### src/rtl/md_hilo_ctrl.sv
// Multiply/divide sequencer and HI/LO register pair for the execute stage.
// Optional macro MD_HILO_BYPASS_EN forwards completing results onto hi/lo and shortens MFHI/MFLO stalls.
module md_hilo_ctrl #(
  parameter int unsigned MUL_LATENCY = 2
) (
  input  logic        clk,
  input  logic        resetn,
  input  logic        req_valid,
  input  logic [1:0]  req_op,
  input  logic        req_signed,
  input  logic [31:0] src1,
  input  logic [31:0] src2,
  input  logic        hilo_rd_req,
  input  logic        flush,
  input  logic [63:0] mul_result,
  input  logic        div_complete,
  input  logic [31:0] div_quotient,
  input  logic [31:0] div_remainder,
  output logic [31:0] md_src1,
  output logic [31:0] md_src2,
  output logic        md_signed,
  output logic        div_start,
  output logic        stall,
  output logic        busy,
  output logic [31:0] hi,
  output logic [31:0] lo
);

  typedef enum logic [1:0] {
    IDLE      = 2'd0,
    MUL_WAIT  = 2'd1,
    DIV_WAIT  = 2'd2,
    DIV_DRAIN = 2'd3
  } state_t;

  localparam logic [1:0] OP_MULT = 2'b00;
  localparam logic [1:0] OP_DIV  = 2'b01;
  localparam logic [1:0] OP_MTHI = 2'b10;
  localparam logic [1:0] OP_MTLO = 2'b11;

  localparam logic [3:0] MUL_CNT_INIT = 4'(MUL_LATENCY - 1);

  state_t      state_q, state_d;
  logic [31:0] md_src1_q, md_src1_d;
  logic [31:0] md_src2_q, md_src2_d;
  logic        md_signed_q, md_signed_d;
  logic        div_start_q, div_start_d;
  logic [31:0] hi_q, hi_d;
  logic [31:0] lo_q, lo_d;
  logic [3:0]  mul_cnt_q, mul_cnt_d;

  always_comb begin
    state_d     = state_q;
    md_src1_d   = md_src1_q;
    md_src2_d   = md_src2_q;
    md_signed_d = md_signed_q;
    div_start_d = 1'b0;
    hi_d        = hi_q;
    lo_d        = lo_q;
    mul_cnt_d   = mul_cnt_q;

    case (state_q)
      IDLE: begin
        if (req_valid && !flush) begin
          case (req_op)
            OP_MULT: begin
              md_src1_d   = src1;
              md_src2_d   = src2;
              md_signed_d = req_signed;
              mul_cnt_d   = MUL_CNT_INIT;
              state_d     = MUL_WAIT;
            end
            OP_DIV: begin
              md_src1_d   = src1;
              md_src2_d   = src2;
              md_signed_d = req_signed;
              div_start_d = 1'b1;
              state_d     = DIV_WAIT;
            end
            OP_MTHI: hi_d = src1;
            OP_MTLO: lo_d = src1;
            default: ;
          endcase
        end
      end
      MUL_WAIT: begin
        if (flush) begin
          state_d = IDLE;
        end else if (mul_cnt_q == 4'd0) begin
          hi_d    = mul_result[63:32];
          lo_d    = mul_result[31:0];
          state_d = IDLE;
        end else begin
          mul_cnt_d = mul_cnt_q - 4'd1;
        end
      end
      DIV_WAIT: begin
        // div_start_q marks the start cycle, where a completion pulse is stale
        if (flush) begin
          state_d = DIV_DRAIN;
        end else if (div_complete && !div_start_q) begin
          lo_d    = div_quotient;
          hi_d    = div_remainder;
          state_d = IDLE;
        end
      end
      DIV_DRAIN: begin
        if (div_complete) begin
          state_d = IDLE;
        end
      end
      default: state_d = IDLE;
    endcase
  end

  always_ff @(posedge clk or negedge resetn) begin
    if (!resetn) begin
      state_q     <= IDLE;
      md_src1_q   <= 32'd0;
      md_src2_q   <= 32'd0;
      md_signed_q <= 1'b0;
      div_start_q <= 1'b0;
      hi_q        <= 32'd0;
      lo_q        <= 32'd0;
      mul_cnt_q   <= 4'd0;
    end else begin
      state_q     <= state_d;
      md_src1_q   <= md_src1_d;
      md_src2_q   <= md_src2_d;
      md_signed_q <= md_signed_d;
      div_start_q <= div_start_d;
      hi_q        <= hi_d;
      lo_q        <= lo_d;
      mul_cnt_q   <= mul_cnt_d;
    end
  end

  assign busy      = (state_q != IDLE);
  assign md_src1   = md_src1_q;
  assign md_src2   = md_src2_q;
  assign md_signed = md_signed_q;
  assign div_start = div_start_q;

`ifdef MD_HILO_BYPASS_EN
  logic hilo_commit;

  // In the completion cycle hi_d/lo_d already carry the incoming result
  assign hilo_commit = !flush &&
                       ((state_q == MUL_WAIT && mul_cnt_q == 4'd0) ||
                        (state_q == DIV_WAIT && !div_start_q && div_complete));
  assign hi    = hilo_commit ? hi_d : hi_q;
  assign lo    = hilo_commit ? lo_d : lo_q;
  assign stall = busy & (req_valid | (hilo_rd_req & ~hilo_commit));
`else
  assign hi    = hi_q;
  assign lo    = lo_q;
  assign stall = busy & (req_valid | hilo_rd_req);
`endif

endmodule

### config.mk
export PLATFORM = sky130hd
export DESIGN_NAME = md_hilo_ctrl
export DESIGN_NICKNAME = d
export VERILOG_FILES = /design/src/rtl/md_hilo_ctrl.sv
export SDC_FILE = /design/constraint.sdc
export NUM_CORES = 1
export LEC_CHECK = 0
export BUFFER_PORTS_ARGS = -buffer_cell sky130_fd_sc_hd__buf_2
export CORE_AREA = 2 2 131 133
export DETAILED_ROUTE_END_ITERATION = 10
export DIE_AREA = 0 0 133 135
export PLACE_DENSITY = 0.72
export SETUP_SLACK_MARGIN = 0.15
export SYNTH_ARGS = -nofsm -noshare
export SYNTH_HDL_FRONTEND = slang
export SYNTH_SLANG_ARGS = --single-unit
### constraint.sdc
create_clock -name clk -period 3 [get_ports clk]
set_clock_uncertainty 0.15 [all_clocks]
set_input_delay 0.45 -clock clk [delete_from_list [all_inputs] [get_ports clk]]
set_output_delay 0.45 -clock clk [all_outputs]
set_load 0.01 [all_outputs]
# Word level (Yosys, flattened, before mapping)
# Cells that the tools add are included.
dict set report classes {
  add_sub_neg 1
  n_mul 0
  div 0
  n_lt_le_gt_ge 0
  eq_ne 19
  shifts 0
  n_mux 30
  bitwise 2
  reduce_logical 16
}
# operator n
set ops {}
lappend ops {{two-way mux 32 bit} 12}
lappend ops {{one-hot mux 32 bit (3 select lines)} 2}
lappend ops {{two-way mux 4 bit} 4}
lappend ops {{inequality test 2 bit, second input constant} 7}
lappend ops {{AND reduction 7 bit} 2}
lappend ops {{two-way mux 2 bit} 6}
lappend ops {{AND reduction 5 bit} 2}
lappend ops {{equality test 2 bit, second input constant} 4}
lappend ops {{one-hot mux 2 bit (4 select lines)} 1}
lappend ops {{one-hot mux 4 bit (2 select lines)} 1}
lappend ops {{inequality test 2 x 1 -> 1 bit, second input constant} 3}
lappend ops {{inequality test 3 bit, second input constant} 2}
lappend ops {{equality test 2 x 1 -> 1 bit, second input constant} 2}
lappend ops {{zero test 2 bit} 2}
lappend ops {{zero test 4 bit} 1}
lappend ops {{one-hot mux 2 bit (2 select lines)} 1}
lappend ops {{nonzero test 2 bit} 2}
lappend ops {{subtractor 4 x 1 -> 4 bit, second input constant} 1}
lappend ops {{two-way mux 1 bit} 3}
lappend ops {{inequality test 3 x 1 -> 1 bit, second input constant} 1}
lappend ops {{AND reduction 3 bit} 1}
lappend ops {{nonzero test 3 bit} 1}
lappend ops {{logical AND 1 bit} 2}
lappend ops {{zero test 1 bit} 2}
lappend ops {{other kinds (3)} 3}
dict set report word_totals {
  regBits 136
  latchBits 0
  ram_bits 0
  romBits 0
  input_bits 201
  out_inout_bits 132
  word_cells 76
  n_memories 0
}

# Depth between registers and ports, before layout
# Gate-level depths: netlist of the first run.
dict set report depth {
  ltp_word 5
  mapped_depth 8
  mapped_depth_nobuf 6
}

# Worst setup path before layout of the first run
# No wires, ideal clock.
dict set report synth_path {
  path_kind {register to register}
  from {register state_q[0]}
  to {register hi_q[0], in the netlist hi[0]}
  setup_time_ns 0.125
  t_arrival_ns 1.862
  required_time_ns 2.725
  slack_ns 0.863
  stages_incl_launch_ff 8
  path_cell_list {dfrtp_1 > inv_1 > ha_1 > clkbuf_1 > clkbuf_1 > clkbuf_1 > a21oi_1 > mux2_4}
}
dict set report synth_between {
  elab_chain_len 3
  elab_cells_between_ends 12
  classes_between {eq/ne: 8; mux: 1; reduce/logical: 3}
}
# item line
set synth_lines {}
lappend synth_lines {{start, declared} 43} ;# state_t state_q, state_d;
lappend synth_lines {{start signal, assigned} 127} ;# state_q <= state_d;
lappend synth_lines {{equality test 2 bit (tied with other cells)} 62} ;# case (state_q)
lappend synth_lines {{inequality test 2 bit (no source line) (tied with other cells)} -}
lappend synth_lines {{AND reduction 7 bit (no source line)} -}
lappend synth_lines {{end signal, assigned} 132} ;# hi_q <= hi_d;
lappend synth_lines {{end, declared} 48} ;# logic [31:0] hi_q, hi_d;
# Parallel ways exist; a longest one is shown, timed or not.
# A chain may end at the register's enable or synchronous reset.

# Worst setup path in the final report of the first run
dict set report layout_path {
  from {register state_q[0]}
  to {register hi_q[27], in the netlist hi[27]}
}
# The elaborated chain is that of the path after synthesis.

==> results of run 1 <==
==> sequential cells by signal, summed over array words and instances (netlist names) <==
name	flops
div_start	1
hi	32
lo	32
md_signed	1
md_src1	32
md_src2	32
mul_cnt_q	4
state_q	2
==> cell families after synthesis <==
logic type	share of synthesized area, %
compound gates	13.6
fa+ha+maj	1.69
buf+inv	3.35
flops	51.1
mux	25.9
simple gates	4.40
==> timing repair <==
item                                    4_1_cts  5_1_grt
hold endpoints to repair                      2        0
endpoints found under the setup margin        0        0
hold buffers                                  1        0
==> metrics by stage <==
step | hold slack (ps) | power, mW | setup slack [ps] | instances
final | 113 | 11.2 | 623 | 1085
after global routing | 100 | 11.9 | 438 | 1085
after CTS | 96.5 | 11.3 | 634 | 1084
after detailed placement | 336 | 9.15 | 646 | 1051
after global placement | 335 | 8.98 | 710 | 1051
after floorplan | 4.41 | 7.17 | 863 | 523
==> cell type report <==
cell class                      count  area (um^2)  area share (%)
Clock buffer                       17          425            4.65
Antenna cell                        1         2.50          0.0273
Sequential cell                   136         3400            37.2
Multi-Input combinational cell    342         3050            33.3
Tap cell                          220          275            3.01
Inverter                            7         26.3           0.287
Timing Repair Buffer              347         1820            19.9
Clock inverter                     15          153            1.67
==> synthesized netlist by cell type (3+ instances only) <==
cell,number,area (um^2)
buf_6,6,67.6
inv_1,7,26.3
a21oi_1,64,320
nand2_1,4,15.0
mux2_2,72,811
nor2_1,34,128
dfrtp_1,136,3400
nand3b_1,5,37.5
buf_1,6,22.5
buf_2,7,35.0
a22oi_1,64,480
clkbuf_1,19,71.3
mux2_4,60,901
nand2b_1,4,25.0
o21ai_0,6,30.0
ha_1,9,113
nor2b_1,3,18.8
==> worst paths after layout <==
check / from / to / slack (ps) / cells past startpoint
max in group asynchronous: resetn / md_src1[0] / 1440 / 3
min in group asynchronous: resetn / lo[11] / 540 / 2
hold reg to reg: md_src2[7] / md_src2[7] / 350 / 1
setup / recovery: state_q[0] / hi[27] / 620 / 6
hold / removal: src2[6] / md_src2[6] / 110 / 2
setup reg to reg: state_q[0] / hi[27] / 620 / 6
==> worst max-delay path, stage by stage (launching register included) <==
cell	delay (ps)
dfrtp_1	420
inv_1	150
ha_1	300
o32ai_1	460
nand3_2	130
buf_4	280
mux2_4	350
==> where the power goes <==
part / switching, mW / internal [mW] / total [mW]
registers: 0.501 / 2.79 / 3.29
logic: 2.91 / 2.89 / 5.80
clock network: 0.840 / 1.22 / 2.07
==> layer usage <==
metal	part of all wire [%]	vias to the layer above	routed length, um	track usage [%]
met4	2.1	0	408	8.12
met3	7.1	31	1410	5.67
met1	41	2687	8130	26.7
met5	0	-	0	0
li1	-	2589	-	-
met2	50	256	9790	38.1
==> impl_metrics.py, run 1 <==
metrics = {
    "clock_tree": {
        "post_cts.repair.setup_buffers": 0,
        "cts.root.buffer_cell": "clkbuf_16",
        "htreeDepth": 4,
        "clk_pin_slew_ps": 60,
        "cts_resized": 0,
        "cts_max_path_buffers": 2,
        "tritoncts": "done",
        "insertion_delay_ps": 410,
        "cts_made_buffers": 17,
        "tritoncts_num_sinks": 136,
    },
    "timing": {
        "timing.final.hold_violations": 0,
        "finalCritPeriodShare_pct": 79.2,
        "slew_viol_final": 0,
        "clock.fmax_mhz": 421,
        "final.min_clock_period_ps": 2380,
        "report.final.setup_viol": 0,
        "worst_slew_pin_slew_ps": 856,
        "setup_repair_after_global_routing_missed_its_margin": "no",
        "timing.max_slew.rel_slack_pct": 42.9,
        "totalNegativeSetupSlack_ps": 0,
    },
    "finish": {
        "layout_common_cells": "buf_2, dfrtp_1, mux2_2",
        "fin_nets": 1061,
        "syn_to_final_growth_pct": 37.6,
        "layout-drive-gt1-share_pct": 59.8,
        "most_frequent_standard_cell_in_the_layout_excluding_fill_and_tap_cells": "buf_2",
        "fillerInstances": 1418,
        "layout.core_utilization_pct": 55.8,
        "final_design_area_no_fill_um2": 9160,
    },
    "critical_path": {
        "timing.critical_path.to_type": "flop",
        "critical_path.max_fanout": 21,
        "critical_path_arrival_ps": 2520,
        "cp.required_ps": 3150,
        "cp-start-kind": "flop",
        "timing.setup.critical_path_class": "flop to flop",
    },
    "floorplanning": {
        "die_height_um": 135,
        "initial_core_util_pct": 40.6,
        "io_pins": 333,
        "floorplan.die_area_um2": 18000,
        "row_count": 47,
        "die_width_um": 133,
        "core_region_area_um2": 16400,
    },
    "flow_run": {
        "maxCapViolations": 0,
    },
    "synthesis": {
        "yosys_register_bits": 136,
        "syn_avg_cell_area_um2": 12.7,
        "yosysUniqueCellTypes": 31,
        "ys_async_sr_fraction_pct": 100,
        "synth.net_count": 733,
        "synthesis.instances": 523,
        "postSynth.topFlopCell": "dfrtp_1",
        "synth_enable_flop_cells": 0,
        "synth.yosys.seq_area_share_pct": 51.1,
        "syn_std_cell_area_um2": 6660,
        "synthesis.yosys.warnings": 0,
    },
    "global_route": {
        "grt.total_usage_pct": 22.1,
        "grt_first_pass_wirelength_um": 30600,
        "global_route.overflow_total": 0,
        "grt_pass1_vias": 5822,
        "grt_start_max_net_pins": 97,
        "initial_antenna_violation_count": 1,
    },
    "placement": {
        "dp.final_hpwl_um": 14700,
        "place_area_um2": 8570,
        "number_of_port_buffers": 332,
        "gp_routability_congestion": 0.812,
    },
    "routing": {
        "drt-total-wl_um": 19700,
        "routedWlPerCell_um": 18.2,
        "detail-route-antenna-nets": 0,
        "drc_errors": 0,
        "route.detailed.vias_per_inst": 5.13,
        "route.vias.total": 5563,
        "dr.first_iter.drc_count": 270,
        "drt_first_pass_iters": 4,
    },
    "status": {
        "outcome": "finished, final reports clean",
    },
    "pwr": {
        "power.density_cell_area_nw_per_um2": 1220,
        "power.leakage_nw": 4.63,
        "ir_worst_vdd_v": 0.000742,
    },
    "min_path": {
        "path_class_of_the_lowest_slack_min_delay_path": "primary input to flop",
    },
}
Note: power is estimated with default switching activity, not from simulation.
==> run 2, diff against run 1 <==
==> constraint.sdc (replaced) <==
create_clock -name clk -period 2.38 [get_ports clk]
set_clock_uncertainty 0.15 [all_clocks]
set_input_delay 0.357 -clock clk [delete_from_list [all_inputs] [get_ports clk]]
set_output_delay 0.357 -clock clk [all_outputs]
set_load 0.01 [all_outputs]
==> impl_metrics.py, run 2 (synthesis results as in run 1) <==
metrics = {
    "global_route": {
        "grt.total_usage_pct": 21.7,
        "grt_start_max_net_pins": 66,
        "initial_antenna_violation_count": 0,
        "global_route.overflow_total": 0,
        "grt_first_pass_wirelength_um": 30200,
        "grt_pass1_vias": 5685,
    },
    "critical_path": {
        "critical_path.max_fanout": 12,
        "cp.required_ps": 2520,
        "timing.critical_path.slowest_stage_cell": "dfrtp_1",
        "r2r_slack_ps": 150,
        "timing.critical_path.to_type": "flop",
        "crit_path_cell_trace": "inv_2 > ha_1 > or3b_4 > a22oi_4 > nand3_4 > buf_12 > mux2_4",
        "timing.setup.critical_path_class": "flop to flop",
        "critical_path_arrival_ps": 2370,
        "cp-start-kind": "flop",
        "timing.critical_path.slowest_cell_delay_ps": 400,
        "rr_worst_depth": 7,
    },
    "floorplanning": {
        "io_pins": 333,
        "die_height_um": 135,
        "core_region_area_um2": 16400,
        "initial_core_util_pct": 40.6,
        "row_count": 47,
        "die_width_um": 133,
        "floorplan.die_area_um2": 18000,
    },
    "timing": {
        "timing.final.hold_violations": 0,
        "worst_slew_pin_slew_ps": 557,
        "report.final.setup_viol": 0,
        "slew_viol_final": 0,
        "worst_hold_check_slack_ps": 26.9,
        "timing.max_slew.rel_slack_pct": 62.9,
        "setup_slack_ps": 146,
        "final.min_clock_period_ps": 2230,
        "totalNegativeSetupSlack_ps": 0,
        "finalCritPeriodShare_pct": 93.9,
        "clock.fmax_mhz": 448,
        "setup_repair_after_global_routing_missed_its_margin": "no",
    },
    "clock_tree": {
        "htreeDepth": 4,
        "cts_max_path_buffers": 2,
        "clk_pin_slew_ps": 60,
        "tritoncts": "done",
        "tritoncts_num_sinks": 136,
        "cts_made_buffers": 17,
        "cts.root.buffer_cell": "clkbuf_16",
        "insertion_delay_ps": 410,
    },
    "min_path": {
        "path_class_of_the_lowest_slack_min_delay_path": "primary input to flop",
        "hold-path-cell-count": 2,
    },
    "routing": {
        "route.vias.total": 5540,
        "drt-total-wl_um": 20200,
        "dr.first_iter.drc_count": 273,
        "routedWlPerCell_um": 18.5,
        "drc_errors": 0,
        "detail-route-antenna-nets": 0,
        "route.detailed.vias_per_inst": 5.09,
        "drt_first_pass_iters": 4,
    },
    "placement": {
        "number_of_port_buffers": 332,
        "dp.final_hpwl_um": 14800,
        "dpl_worst_slack_ps": 63.7,
        "gp_routability_congestion": 0.775,
        "place_area_um2": 8630,
    },
    "finish": {
        "layout-drive-gt1-share_pct": 61.0,
        "most_frequent_standard_cell_in_the_layout_excluding_fill_and_tap_cells": "buf_2",
        "antenna_cells_inserted": 0,
        "syn_to_final_growth_pct": 41.5,
        "layout_common_cells": "buf_2, dfrtp_1, mux2_2",
        "fin_nets": 1066,
        "final_design_area_no_fill_um2": 9420,
    },
    "pwr": {
        "ir_worst_vdd_v": 0.000904,
        "power.density_cell_area_nw_per_um2": 1570,
        "power.leakage_nw": 4.74,
    },
    "status": {
        "outcome": "finished, final reports clean",
    },
    "flow_run": {
        "maxCapViolations": 0,
    },
}
run 2: changes by cell type in the layout (fill, tap and decap cells not counted), sizes merged:
cell / before / now
buf: 346 / 350
bufinv: 2 / 5
clkbuf: 17 / 19
clkinv: 9 / 5
clkinvlp: 2 / 1
diode: 1 / 0
inv: 9 / 10
run 2: final timing paths:
| path | from | end |
|---|---|---|
| worst max-delay path | mul_cnt_q[0] | lo[27] |
| worst min-delay path | src2[10] | md_src2[10] |
| worst max register to register | mul_cnt_q[0] | lo[27] |
| worst min register to register | lo[0] | lo[0] |
| max in group asynchronous | resetn | hi[31] |
| min in group asynchronous | resetn | lo[8] |
run 2: routing by layer:
layer | global-route usage (%) | share of wire, % | up-vias
met1 | 26.0 | 40 | 2682
met2 | 37.9 | 51 | 246
met3 | 6.42 | 7.3 | 20
met5 | 0 | 0 | -
met4 | 6.39 | 1.7 | 0
li1 | - | - | 2592
run 2: repair_timing:
action	4_1_cts	5_1_grt
hold buffers	1	0
pin swaps	1	0
gates cloned	0	2
setup buffers	0	3
endpoints found under the hold margin	55	0
resized for setup	5	13
setup endpoints to repair	87	132
run 2: power breakdown:
part | internal (mW) | leakage (nW) | switching, mW
registers | 3.52 | 1.61 | 0.669
clock network | 1.87 | 0.315 | 1.03
logic | 3.91 | 2.81 | 3.82
run 2: final cells by class:
cell class / instances / area, um^2
multi-input cells: 342 / 3110
flip-flops and latches: 136 / 3400
repair buffers: 352 / 1950
well taps: 220 / 275
fillers: 1377 / 6990
inverters: 7 / 26.3
clock buffers: 18 / 429
clock inverters: 14 / 220
run 2: critical path: cells and delay by family (launching register included):
family                   cells  cell delay [ps]
AND/OR/NAND/NOR              2              580
buffers and inverters        2              270
multiplexers                 1              300
adder cells (fa/ha/maj)      1              140
AO/OA/AOI/OAI                1              270
flip-flops                   1              400
run 2: per-stage QoR:
step | std cells | power, mW | util (%)
6_report | 1089 | 14.8 | 57.4
5_1_grt | 1089 | 15.7 | 57.4
4_1_cts | 1084 | 14.7 | 56.8
3_5_place_dp | 1051 | 11.7 | 52.6
3_3_place_gp | 1051 | 11.5 | 52.6
2_1_floorplan | 523 | 9.04 | -
==> run 3, diff against run 2 <==
==> constraint.sdc (replaced) <==
create_clock -name clk -period 2.35 [get_ports clk]
set_clock_uncertainty 0.15 [all_clocks]
set_input_delay 0.3525 -clock clk [delete_from_list [all_inputs] [get_ports clk]]
set_output_delay 0.3525 -clock clk [all_outputs]
set_load 0.01 [all_outputs]
==> impl_metrics.py, run 3 (synthesis results as in run 1) <==
metrics = {
    "floorplanning": {
        "die_width_um": 133,
        "initial_core_util_pct": 40.6,
        "io_pins": 333,
        "floorplan.die_area_um2": 18000,
        "core_region_area_um2": 16400,
        "die_height_um": 135,
        "row_count": 47,
    },
    "clock_tree": {
        "htreeDepth": 4,
        "clk_pin_slew_ps": 60,
        "cts_made_buffers": 17,
        "insertion_delay_ps": 410,
        "tritoncts": "done",
        "cts_max_path_buffers": 2,
        "cts.root.buffer_cell": "clkbuf_16",
        "tritoncts_num_sinks": 136,
    },
    "finish": {
        "layout_common_cells": "buf_2, dfrtp_1, mux2_2",
        "layoutNonFillerInstCount": 1095,
        "fin_nets": 1073,
        "most_frequent_standard_cell_in_the_layout_excluding_fill_and_tap_cells": "buf_2",
        "antenna_cells_inserted": 0,
        "syn_to_final_growth_pct": 41.0,
        "layout-drive-gt1-share_pct": 60.8,
    },
    "timing": {
        "slew_viol_final": 0,
        "worst_hold_check_slack_ps": 15.6,
        "timing.final.hold_violations": 0,
        "final.min_clock_period_ps": 2170,
        "setup_repair_after_global_routing_missed_its_margin": "yes",
        "finalCritPeriodShare_pct": 92.1,
        "timing.max_slew.rel_slack_pct": 61.8,
        "report.final.setup_viol": 0,
        "worst_slew_pin_slew_ps": 574,
        "clock.fmax_mhz": 462,
        "totalNegativeSetupSlack_ps": 0,
    },
    "critical_path": {
        "timing.critical_path.to_type": "flop",
        "crit_path_cell_trace": "inv_2 > ha_4 > or3b_4 > a22oi_4 > nand3_4 > clkbuf_16 > mux2_4",
        "critical_path_arrival_ps": 2310,
        "timing.setup.critical_path_class": "flop to flop",
        "critical_path.max_fanout": 8,
        "cp-start-kind": "flop",
        "cp.required_ps": 2490,
        "timing.critical_path.slowest_stage_cell": "dfrtp_1",
        "timing.critical_path.slowest_cell_delay_ps": 400,
        "timing.critical_path.max_delay_family": "simple AND/OR/NAND/NOR gates",
        "critPathBufInv": 2,
    },
    "routing": {
        "route.detailed.vias_per_inst": 5.12,
        "drt-total-wl_um": 20300,
        "detail-route-antenna-nets": 0,
        "dr.first_iter.drc_count": 188,
        "routedWlPerCell_um": 18.6,
        "route.vias.total": 5609,
        "drt_first_pass_iters": 5,
        "drc_errors": 0,
    },
    "placement": {
        "number_of_port_buffers": 332,
        "dp.final_hpwl_um": 14800,
        "placedCellCount": 1053,
        "gp_routability_congestion": 0.804,
    },
    "global_route": {
        "grt_start_max_net_pins": 64,
        "grt_first_pass_wirelength_um": 30300,
        "global_route.overflow_total": 0,
        "initial_antenna_violation_count": 0,
        "grt_pass1_vias": 5823,
        "grt.total_usage_pct": 21.9,
    },
    "pwr": {
        "power.density_cell_area_nw_per_um2": 1550,
        "ir_worst_vdd_v": 0.000629,
        "switching_power_mw": 5.58,
        "clock_power_share_pct": 17.1,
        "comb_power_share_pct": 53.6,
        "cellInternalPower_mw": 8.94,
        "power.leakage_nw": 4.70,
        "switching_share_pct": 38.4,
        "seq_power_share_pct": 29.2,
    },
    "flow_run": {
        "maxCapViolations": 0,
    },
    "min_path": {
        "path_class_of_the_lowest_slack_min_delay_path": "primary input to flop",
    },
    "status": {
        "outcome": "finished, final reports clean",
    },
}
-- run 3: cell count changes in the layout (fill, tap and decap cells not counted), moves of 2 or more --
cell	delta
buf_4	+2
bufinv_16	-5
clkbuf_8	+2
clkinv_4	-2
clkinvlp_4	+3
dlygate4sd3_1	+6
ha_2	-2
ha_4	+2
inv_6	+2
-- run 3: cell type report --
| cell class | instances | area [um^2] |
|---|---|---|
| multi-input cells | 342 | 3120 |
| repair buffers | 359 | 2010 |
| clock inverters | 12 | 92.6 |
| clock buffers | 19 | 453 |
| inverters | 7 | 26.3 |
| fillers | 1424 | 7020 |
| well taps | 220 | 275 |
| flip-flops and latches | 136 | 3400 |
-- run 3: stage by stage --
step	worst slack [ps]	power (mW)	util [%]	area, um^2
global route	127	15.4	57.2	9380
CTS	111	14.4	56.5	9270
detailed placement	1.44	11.8	52.7	8640
finish	185	14.5	57.2	9380
floorplan	213	9.16	-	6660
global placement	86.1	11.6	52.7	8640
-- run 3: path summary, 6_finish.rpt --
| check | startpoint | slack (ps) | cells after the start | endpoint |
|---|---|---|---|---|
| max in group asynchronous | resetn | 1060 | 3 | md_src1[7] |
| setup / recovery | mul_cnt_q[0] | 180 | 7 | hi[5] |
| setup reg to reg | mul_cnt_q[0] | 180 | 7 | hi[5] |
| hold reg to reg | hi[10] | 350 | 1 | hi[10] |
| hold / removal | src2[14] | 20 | 2 | md_src2[14] |
| min in group asynchronous | resetn | 320 | 2 | lo[14] |
-- run 3: worst register-to-register path, cell delays in order, from the launching register on --
cell       delay (ps)
dfrtp_1           400
inv_2              90
ha_4              120
or3b_4            380
a22oi_4           230
nand3_4           150
clkbuf_16         230
mux2_4            300
-- run 3: power by group through the flow --
stage	Combinational, mW	Sequential (mW)	Clock (mW)
finish	7.78	4.25	2.49
global placement	7.43	4.20	0
detailed placement	7.60	4.23	0
global route	8.41	4.39	2.64
floorplan	4.43	4.73	0
CTS	7.62	4.23	2.54
-- run 3: layer usage --
metal  up-vias  wire [um]  GRT usage (%)
li1       2613          -              -
met1      2708       8260           25.6
met2       255      10200           38.2
met3        33       1370           5.97
met4         0        516           8.96
met5         -          0              0
-- run 3: repair_timing --
| action | 4_1_cts | 5_1_grt |
|---|---|---|
| setup buffers | 0 | 2 |
| gates resized for setup | 3 | 14 |
| hold buffers | 7 | 0 |
| pin swaps | 0 | 1 |
| endpoints found under the setup margin | 120 | 129 |
| gates cloned | 0 | 2 |
| endpoints found under the hold margin | 60 | 0 |
